$ cat config.mk
export PLATFORM = sky130hd
export DESIGN_NAME = motor_ramp_scheduler
export DESIGN_NICKNAME = d
export VERILOG_FILES = /design/src/rtl/motor_ramp_scheduler_pkg.sv /design/src/rtl/motor_ramp_scheduler_tick.sv /design/src/rtl/motor_ramp_scheduler.sv
export SDC_FILE = /design/constraint.sdc
export NUM_CORES = 1
export LEC_CHECK = 0
export ABC_AREA = 1
export BUFFER_PORTS_ARGS = -buffer_cell sky130_fd_sc_hd__buf_2
export CELL_PAD_IN_SITES_DETAIL_PLACEMENT = 1
export CELL_PAD_IN_SITES_GLOBAL_PLACEMENT = 1
export CORE_MARGIN = 2
export CORE_UTILIZATION = 50
export CTS_BUF_LIST = sky130_fd_sc_hd__clkbuf_8
export DETAILED_ROUTE_END_ITERATION = 12
export PLACE_DENSITY_LB_ADDON = 0.08
export SLEW_MARGIN = 5
export SYNTH_ARGS = -nofsm -noshare
export SYNTH_HDL_FRONTEND = slang
export SYNTH_SLANG_ARGS = --single-unit
$ cat constraint.sdc
create_clock -name clk -period 13.9 [get_ports clk]
set_input_delay 2.78 -clock clk [delete_from_list [all_inputs] [get_ports clk]]
set_output_delay 2.78 -clock clk [all_outputs]
set_load 0.05 [all_outputs]
$ cat src/rtl/motor_ramp_scheduler_pkg.sv
// Shared constants and sequencer state encoding for motor_ramp_scheduler.
// MAX_DC must agree with the motor_controller instances on the same duty bus.
package motor_ramp_scheduler_pkg;

    localparam int DUTY_CYCLE_SIZE = 10;
    localparam int MAX_DC          = 1000;

    typedef enum logic [1:0] {
        MRS_IDLE  = 2'd0,
        MRS_RAMP  = 2'd1,
        MRS_DRAIN = 2'd2,
        MRS_HOLD  = 2'd3
    } mrs_state_e;

endpackage

$ cat src/rtl/motor_ramp_scheduler_tick.sv
// Ramp prescaler: free-running 0..RAMP_DIV-1 counter, tick_o high on the wrap cycle.
module motor_ramp_scheduler_tick #(
    parameter int RAMP_DIV = 50000
) (
    input  logic clk_i,
    input  logic reset_ni,
    output logic tick_o
);

    localparam int              CNT_W = (RAMP_DIV > 1) ? $clog2(RAMP_DIV) : 1;
    localparam logic [CNT_W-1:0] LAST = CNT_W'(RAMP_DIV - 1);

    logic [CNT_W-1:0] cnt_q, cnt_d;

    always_comb begin
        cnt_d = (cnt_q == LAST) ? '0 : cnt_q + CNT_W'(1);
    end

    always_ff @(posedge clk_i or negedge reset_ni) begin
        if (!reset_ni) begin
            cnt_q <= '0;
        end else begin
            cnt_q <= cnt_d;
        end
    end

    assign tick_o = (cnt_q == LAST);

endmodule

$ cat src/rtl/motor_ramp_scheduler.sv
// Per-motor duty slew and safe direction reversal in front of the motor_controller bank.
// One shared step/clamp datapath is time-multiplexed over the motors after every ramp tick.
module motor_ramp_scheduler
    import motor_ramp_scheduler_pkg::*;
#(
    parameter int NUM_MOTORS = 6,
    parameter int DC_W       = DUTY_CYCLE_SIZE,
    parameter int RAMP_DIV   = 50000,
    parameter int RAMP_STEP  = 4,
    parameter int REV_HOLD   = 8
) (
    input  logic                         clk,
    input  logic                         reset_n,
    input  logic                         estop,
    input  logic                         cmd_valid,
    output logic                         cmd_ready,
    input  logic [2:0]                   cmd_motor,
    input  logic                         cmd_dir,
    input  logic                         cmd_on,
    input  logic [DC_W-1:0]              cmd_duty,
    output logic                         cmd_err,
    output logic [NUM_MOTORS-1:0]        dir,
    output logic [NUM_MOTORS-1:0]        on,
    output logic [NUM_MOTORS*DC_W-1:0]   duty_cycle,
    output logic [NUM_MOTORS-1:0]        busy
);

    localparam int                SLOT_W    = (NUM_MOTORS > 1) ? $clog2(NUM_MOTORS) : 1;
    localparam int                HOLD_W    = $clog2(REV_HOLD + 1);
    localparam logic [SLOT_W-1:0] LAST_SLOT = SLOT_W'(NUM_MOTORS - 1);
    localparam logic [HOLD_W-1:0] HOLD_LAST = HOLD_W'(REV_HOLD - 1);
    localparam logic [3:0]        N_X       = 4'(NUM_MOTORS);
    localparam logic [DC_W:0]     STEP_X    = (DC_W + 1)'(RAMP_STEP);
    localparam logic [DC_W-1:0]   MAX_X     = DC_W'(MAX_DC);

    function automatic logic [DC_W-1:0] clamp_dc(input logic [DC_W:0] v);
        return (v > {1'b0, MAX_X}) ? MAX_X : v[DC_W-1:0];
    endfunction

    function automatic logic [DC_W-1:0] step_toward(input logic [DC_W-1:0] cur,
                                                    input logic [DC_W-1:0] tgt);
        logic [DC_W:0] c, t, d, r;
        c = {1'b0, cur};
        t = {1'b0, tgt};
        if (t > c) begin
            d = t - c;
            r = c + ((d > STEP_X) ? STEP_X : d);
        end else begin
            d = c - t;
            r = c - ((d > STEP_X) ? STEP_X : d);
        end
        return clamp_dc(r);
    endfunction

    logic                  cmd_ready_q, cmd_err_q, slot_act_q;
    logic [SLOT_W-1:0]     slot_q;
    logic [NUM_MOTORS-1:0] dir_q, on_q, tgt_dir_q, tgt_on_q;
    logic [DC_W-1:0]       duty_q     [NUM_MOTORS];
    logic [DC_W-1:0]       tgt_duty_q [NUM_MOTORS];
    mrs_state_e            state_q    [NUM_MOTORS];
    logic [HOLD_W-1:0]     hold_q     [NUM_MOTORS];

    logic              tick, accept, idx_ok, do_ramp, do_drain;
    logic [SLOT_W-1:0] cmd_idx;
    logic              cur_dir, cur_on, t_dir, t_on, dir_d, on_d;
    logic [DC_W-1:0]   cur_duty, t_duty, duty_d;
    mrs_state_e        cur_st, state_d;
    logic [HOLD_W-1:0] cur_hold, hold_d;

    motor_ramp_scheduler_tick #(.RAMP_DIV(RAMP_DIV)) u_tick (
        .clk_i    (clk),
        .reset_ni (reset_n),
        .tick_o   (tick)
    );

    assign accept  = cmd_valid & cmd_ready_q;
    assign idx_ok  = ({1'b0, cmd_motor} < N_X);
    assign cmd_idx = cmd_motor[SLOT_W-1:0];

    always_comb begin
        cur_dir  = dir_q[slot_q];
        cur_on   = on_q[slot_q];
        cur_duty = duty_q[slot_q];
        cur_st   = state_q[slot_q];
        cur_hold = hold_q[slot_q];
        t_dir    = tgt_dir_q[slot_q];
        t_on     = tgt_on_q[slot_q];
        t_duty   = tgt_duty_q[slot_q];
        dir_d    = cur_dir;
        on_d     = cur_on;
        duty_d   = cur_duty;
        state_d  = cur_st;
        hold_d   = cur_hold;
        do_ramp  = 1'b0;
        do_drain = 1'b0;
        case (cur_st)
            MRS_IDLE, MRS_RAMP: begin
                if (t_dir != cur_dir) begin
                    // A parked motor (off, zero duty) can flip without draining.
                    if (cur_on || cur_duty != '0) begin
                        do_drain = 1'b1;
                    end else begin
                        dir_d   = t_dir;
                        do_ramp = 1'b1;
                    end
                end else begin
                    do_ramp = 1'b1;
                end
            end
            MRS_DRAIN: begin
                if (t_dir == cur_dir) do_ramp = 1'b1;
                else                  do_drain = 1'b1;
            end
            default: begin
                if (t_dir == cur_dir) begin
                    do_ramp = 1'b1;
                end else if (cur_hold == HOLD_LAST) begin
                    dir_d   = t_dir;
                    state_d = t_on ? MRS_RAMP : MRS_IDLE;
                    hold_d  = '0;
                end else begin
                    hold_d = cur_hold + HOLD_W'(1);
                end
            end
        endcase
        if (do_drain) begin
            duty_d = step_toward(cur_duty, '0);
            if (duty_d == '0) begin
                on_d    = 1'b0;
                hold_d  = '0;
                state_d = MRS_HOLD;
            end else begin
                state_d = MRS_DRAIN;
            end
        end
        if (do_ramp) begin
            // Enable stays up while ramping down to an "off" target, drops on arrival.
            duty_d  = step_toward(cur_duty, t_duty);
            on_d    = t_on | (cur_on & (duty_d != t_duty));
            state_d = (duty_d == t_duty) ? MRS_IDLE : MRS_RAMP;
        end
    end

    always_ff @(posedge clk or negedge reset_n) begin
        if (!reset_n) begin
            cmd_ready_q <= 1'b0;
            cmd_err_q   <= 1'b0;
            slot_act_q  <= 1'b0;
            slot_q      <= '0;
            dir_q       <= '0;
            on_q        <= '0;
            tgt_dir_q   <= '0;
            tgt_on_q    <= '0;
            for (int k = 0; k < NUM_MOTORS; k++) begin
                duty_q[k]     <= '0;
                tgt_duty_q[k] <= '0;
                state_q[k]    <= MRS_IDLE;
                hold_q[k]     <= '0;
            end
        end else begin
            cmd_ready_q <= ~estop;
            cmd_err_q   <= accept & ~idx_ok;
            if (tick) begin
                slot_act_q <= 1'b1;
                slot_q     <= '0;
            end else if (slot_act_q) begin
                if (slot_q == LAST_SLOT) slot_act_q <= 1'b0;
                else                     slot_q     <= slot_q + SLOT_W'(1);
            end
            if (estop) begin
                on_q      <= '0;
                tgt_on_q  <= '0;
                tgt_dir_q <= dir_q;
                for (int k = 0; k < NUM_MOTORS; k++) begin
                    duty_q[k]     <= '0;
                    tgt_duty_q[k] <= '0;
                    state_q[k]    <= MRS_IDLE;
                    hold_q[k]     <= '0;
                end
            end else begin
                if (slot_act_q) begin
                    dir_q[slot_q]   <= dir_d;
                    on_q[slot_q]    <= on_d;
                    duty_q[slot_q]  <= duty_d;
                    state_q[slot_q] <= state_d;
                    hold_q[slot_q]  <= hold_d;
                end
                if (accept && idx_ok) begin
                    tgt_dir_q[cmd_idx]  <= cmd_dir;
                    tgt_on_q[cmd_idx]   <= cmd_on;
                    tgt_duty_q[cmd_idx] <= cmd_on ? clamp_dc({1'b0, cmd_duty}) : '0;
                end
            end
        end
    end

    always_comb begin
        duty_cycle = '0;
        busy       = '0;
        for (int k = 0; k < NUM_MOTORS; k++) begin
            duty_cycle[k*DC_W +: DC_W] = duty_q[k];
            busy[k] = (state_q[k] != MRS_IDLE) | (dir_q[k] != tgt_dir_q[k]) |
                      (on_q[k] != tgt_on_q[k]) | (duty_q[k] != tgt_duty_q[k]);
        end
    end

    assign cmd_ready = cmd_ready_q;
    assign cmd_err   = cmd_err_q;
    assign dir       = dir_q;
    assign on        = on_q;

endmodule

==> qor.txt <==
Die width -> 164 um
Buffers on Ports -> 98
Initial Util -> 51.0%
Clock share of power -> 41.5%
CTS Sinks -> 202
Worst min path class -> reg -> reg
Yosys warns -> 0
Dpl hpwl -> 45,100 um
Post-Synthesis Cells -> 1,692
Register area share after synthesis -> 39.3%
Finish-stage setup viols -> 0
Crit path required time -> 14.32 ns
Area occupied by multi-input gates -> 6550 um^2
Root Driver -> clkbuf_8
Die area -> 27,000 um^2
Synth Flop Type -> dfrtp_1
CTS Buf Count -> 37
ANT nets after route -> 0
Startpoint Class -> register
CP max FO -> 21
Sw Pwr -> 0.455 mW
Design Area, Final -> 14,300 um^2
CTS clk-pin slew, worst paths -> 0.07 ns
Vias -> 14,000
CTS Buffer Depth -> 3
Area Growth Syn to Fin -> 11.6%
Clk_lat worst skew -> 0.56 ns
Peak VDD IR -> 82.3 uV
FF+latch area -> 5050 um^2
Pwr Total -> 1.42 mW
Slew Limit Headroom -> 15.5%
Drt first pass iters -> 6
Family with the most delay on the worst path -> simple AND/OR/NAND/NOR gates
Status -> finished clean
Unrepaired setup endpoints after global routing -> false
Top Ports -> 99
Max Freq -> 107 MHz
Iter 0 DRT Violations -> 1,435
Syn_nets -> 1,750
EDFF count, synth -> 0
Layout cells sized above 1 -> 12.4%
Placement Cell Area -> 13,600 um^2
CP startpoint -> slot_q[1]
Mapped Area -> 12,900 um^2
Residual DRC -> 0
PD cells -> 98.7 nW/um^2
Buf/Inv on CP -> 4
Dpl cells -> 2,086
Slowest-stage cell, CP -> nor4_1
Final hold violation count -> 0
Clock skew -> 0.0325 ns
Arrival @ worst endpoint -> 9.75 ns
First-pass GRT wire length -> 87,800 um
Post-CTS Hold Buffers -> 0
Fin crit share -> 67.1%
Cts repair resizes -> 0
Hold_ws -> 0.463 ns
Row Count -> 58
Worst r2r src -> slot_q[1]
Crit-path max cell delay -> 0.96 ns
Combinational power share -> 16.2%
# fillers -> 3,222
CP most frequent cell -> nand2_1
Count of different cell masters after synthesis -> 58
Hold_sp -> u_tick.cnt_q[0]
WL per Instance -> 27.4 um
Final non-filler cell total -> 2,154
Drt via density -> 6.52
Synthesized flop and latch total -> 202
NumNets Final -> 1,853
Total of max-cap violations -> 0
Vias in the first global route -> 14,100
Post-route setup TNS -> 0 ns
Commonest non-fill, non-tap cell in the layout -> nand2_1
Slew Limit Fails -> 0
CP Class -> reg -> reg
Drt total wl -> 59,100 um
RD Place Congestion -> 1.04
Commonest non-fill, non-tap cells in the layout -> nand2_1, inv_1, dfrtp_1
Sw Share -> 32.2%
Seq pwr share -> 42.2%
CP Depth -> 36
Hold Path Cell Cnt -> 1
Cell internal pwr -> 0.961 mW
Htree depth -> 2
Worst slew pin tran -> 1.26 ns
Leak -> 7.42 nW
Ys async rst share -> 100%
Core area -> 25,200 um^2
CTS tree -> yes
Remaining global-route overflow -> 0
Fin crit period -> 9.33 ns
Critical path capture point type -> register
Setup Fix Bufs, Post-CTS -> 0
Pin count of the biggest net entering global routing -> 127
GRT Util Overall -> 44.1%
Die Ht -> 164 um
Syn_area_per_cell -> 7.60 um^2
Initial antenna violation count -> 2
Reg2Reg Depth -> 36
[worst paths after layout]
path / end / slack [ns]
setup / recovery: state_q[10] / 4.57
setup reg to reg: state_q[10] / 4.57
hold reg to reg: u_tick.cnt_q[0] / 0.46
max in group asynchronous: tgt_duty_q[13] / 9.85
hold / removal: u_tick.cnt_q[0] / 0.46
min in group asynchronous: cmd_err / 2.38
[cell usage after synthesis (10+ instances only)]
| library cell | count | area share, % |
|---|---|---|
| o21ai_0 | 76 | 3.0 |
| nand2_2 | 15 | 0.73 |
| inv_1 | 251 | 7.3 |
| xnor2_1 | 24 | 1.6 |
| o22ai_1 | 125 | 6.1 |
| nand3_1 | 115 | 4.5 |
| clkbuf_1 | 24 | 0.70 |
| a21oi_1 | 52 | 2.0 |
| o21ai_1 | 22 | 0.86 |
| nand4_1 | 34 | 1.7 |
| nor2_2 | 10 | 0.49 |
| o211ai_1 | 12 | 0.70 |
| nor3_1 | 20 | 0.78 |
| ha_1 | 36 | 3.5 |
| clkinv_1 | 10 | 0.29 |
| a22oi_1 | 11 | 0.64 |
| nor2_1 | 84 | 2.5 |
| xor2_1 | 33 | 2.2 |
| nor4_1 | 15 | 0.73 |
| dfrtp_1 | 202 | 39 |
| nand2_1 | 404 | 12 |
[cell type report]
| class | instances | share of cell area (%) |
|---|---|---|
| well taps | 330 | 2.88 |
| diodes | 2 | 0.0349 |
| inverters | 271 | 7.16 |
| clock inverters | 20 | 0.794 |
| clock buffers | 46 | 4.41 |
| multi-input cells | 1179 | 45.7 |
| repair buffers | 104 | 3.80 |
| flip-flops and latches | 202 | 35.2 |
[sequential cells by signal (all words and copies together) (netlist names)]
signal,flops
on,6
tgt_on_q,6
duty_cycle,60
cmd_err,1
dir,6
state_q,12
slot_act_q,1
cmd_ready,1
slot_q,3
tgt_dir_q,6
tgt_duty_q,60
u_tick.cnt_q,16
hold_q,24
[cell families after synthesis]
group                    count (synthesis)  synth area share [%]
flip-flops                             202                  39.3
AND/OR/NAND/NOR                        728                  25.8
XOR/XNOR                                57                  3.88
AO/OA/AOI/OAI                          352                  17.1
multiplexers                             2                 0.195
adder cells (fa/ha/maj)                 39                  3.97
other                                    1                0.0292
buffers and inverters                  311                  9.72
[layer usage]
| metal | share of wire (%) | vias up | routed length, um | track usage (%) |
|---|---|---|---|---|
| met2 | 42 | 965 | 25000 | 65.1 |
| met5 | 0 | - | 0 | 0 |
| li1 | - | 5922 | - | - |
| met1 | 39 | 6911 | 23300 | 58.9 |
| met3 | 12 | 251 | 6870 | 11.1 |
| met4 | 6.7 | 0 | 3960 | 25.0 |
[through the flow]
stage                     utilization, %  worst slack [ns]
after detailed placement            54.0              4.86
final                               57.0              4.57
after CTS                           56.9              4.86
after global placement              54.0              5.22
after global routing                56.9              4.06
after floorplan                        -              7.54
[power by group through the flow]
| stage | logic, mW | registers [mW] | clock network, mW |
|---|---|---|---|
| after floorplan | 0.132 | 0.610 | 0 |
| after global placement | 0.214 | 0.607 | 0 |
| after detailed placement | 0.218 | 0.608 | 0 |
| after CTS | 0.220 | 0.597 | 0.582 |
| after global routing | 0.243 | 0.597 | 0.609 |
| final | 0.230 | 0.597 | 0.588 |
No activity file was read; power rests on OpenSTA's default activity.
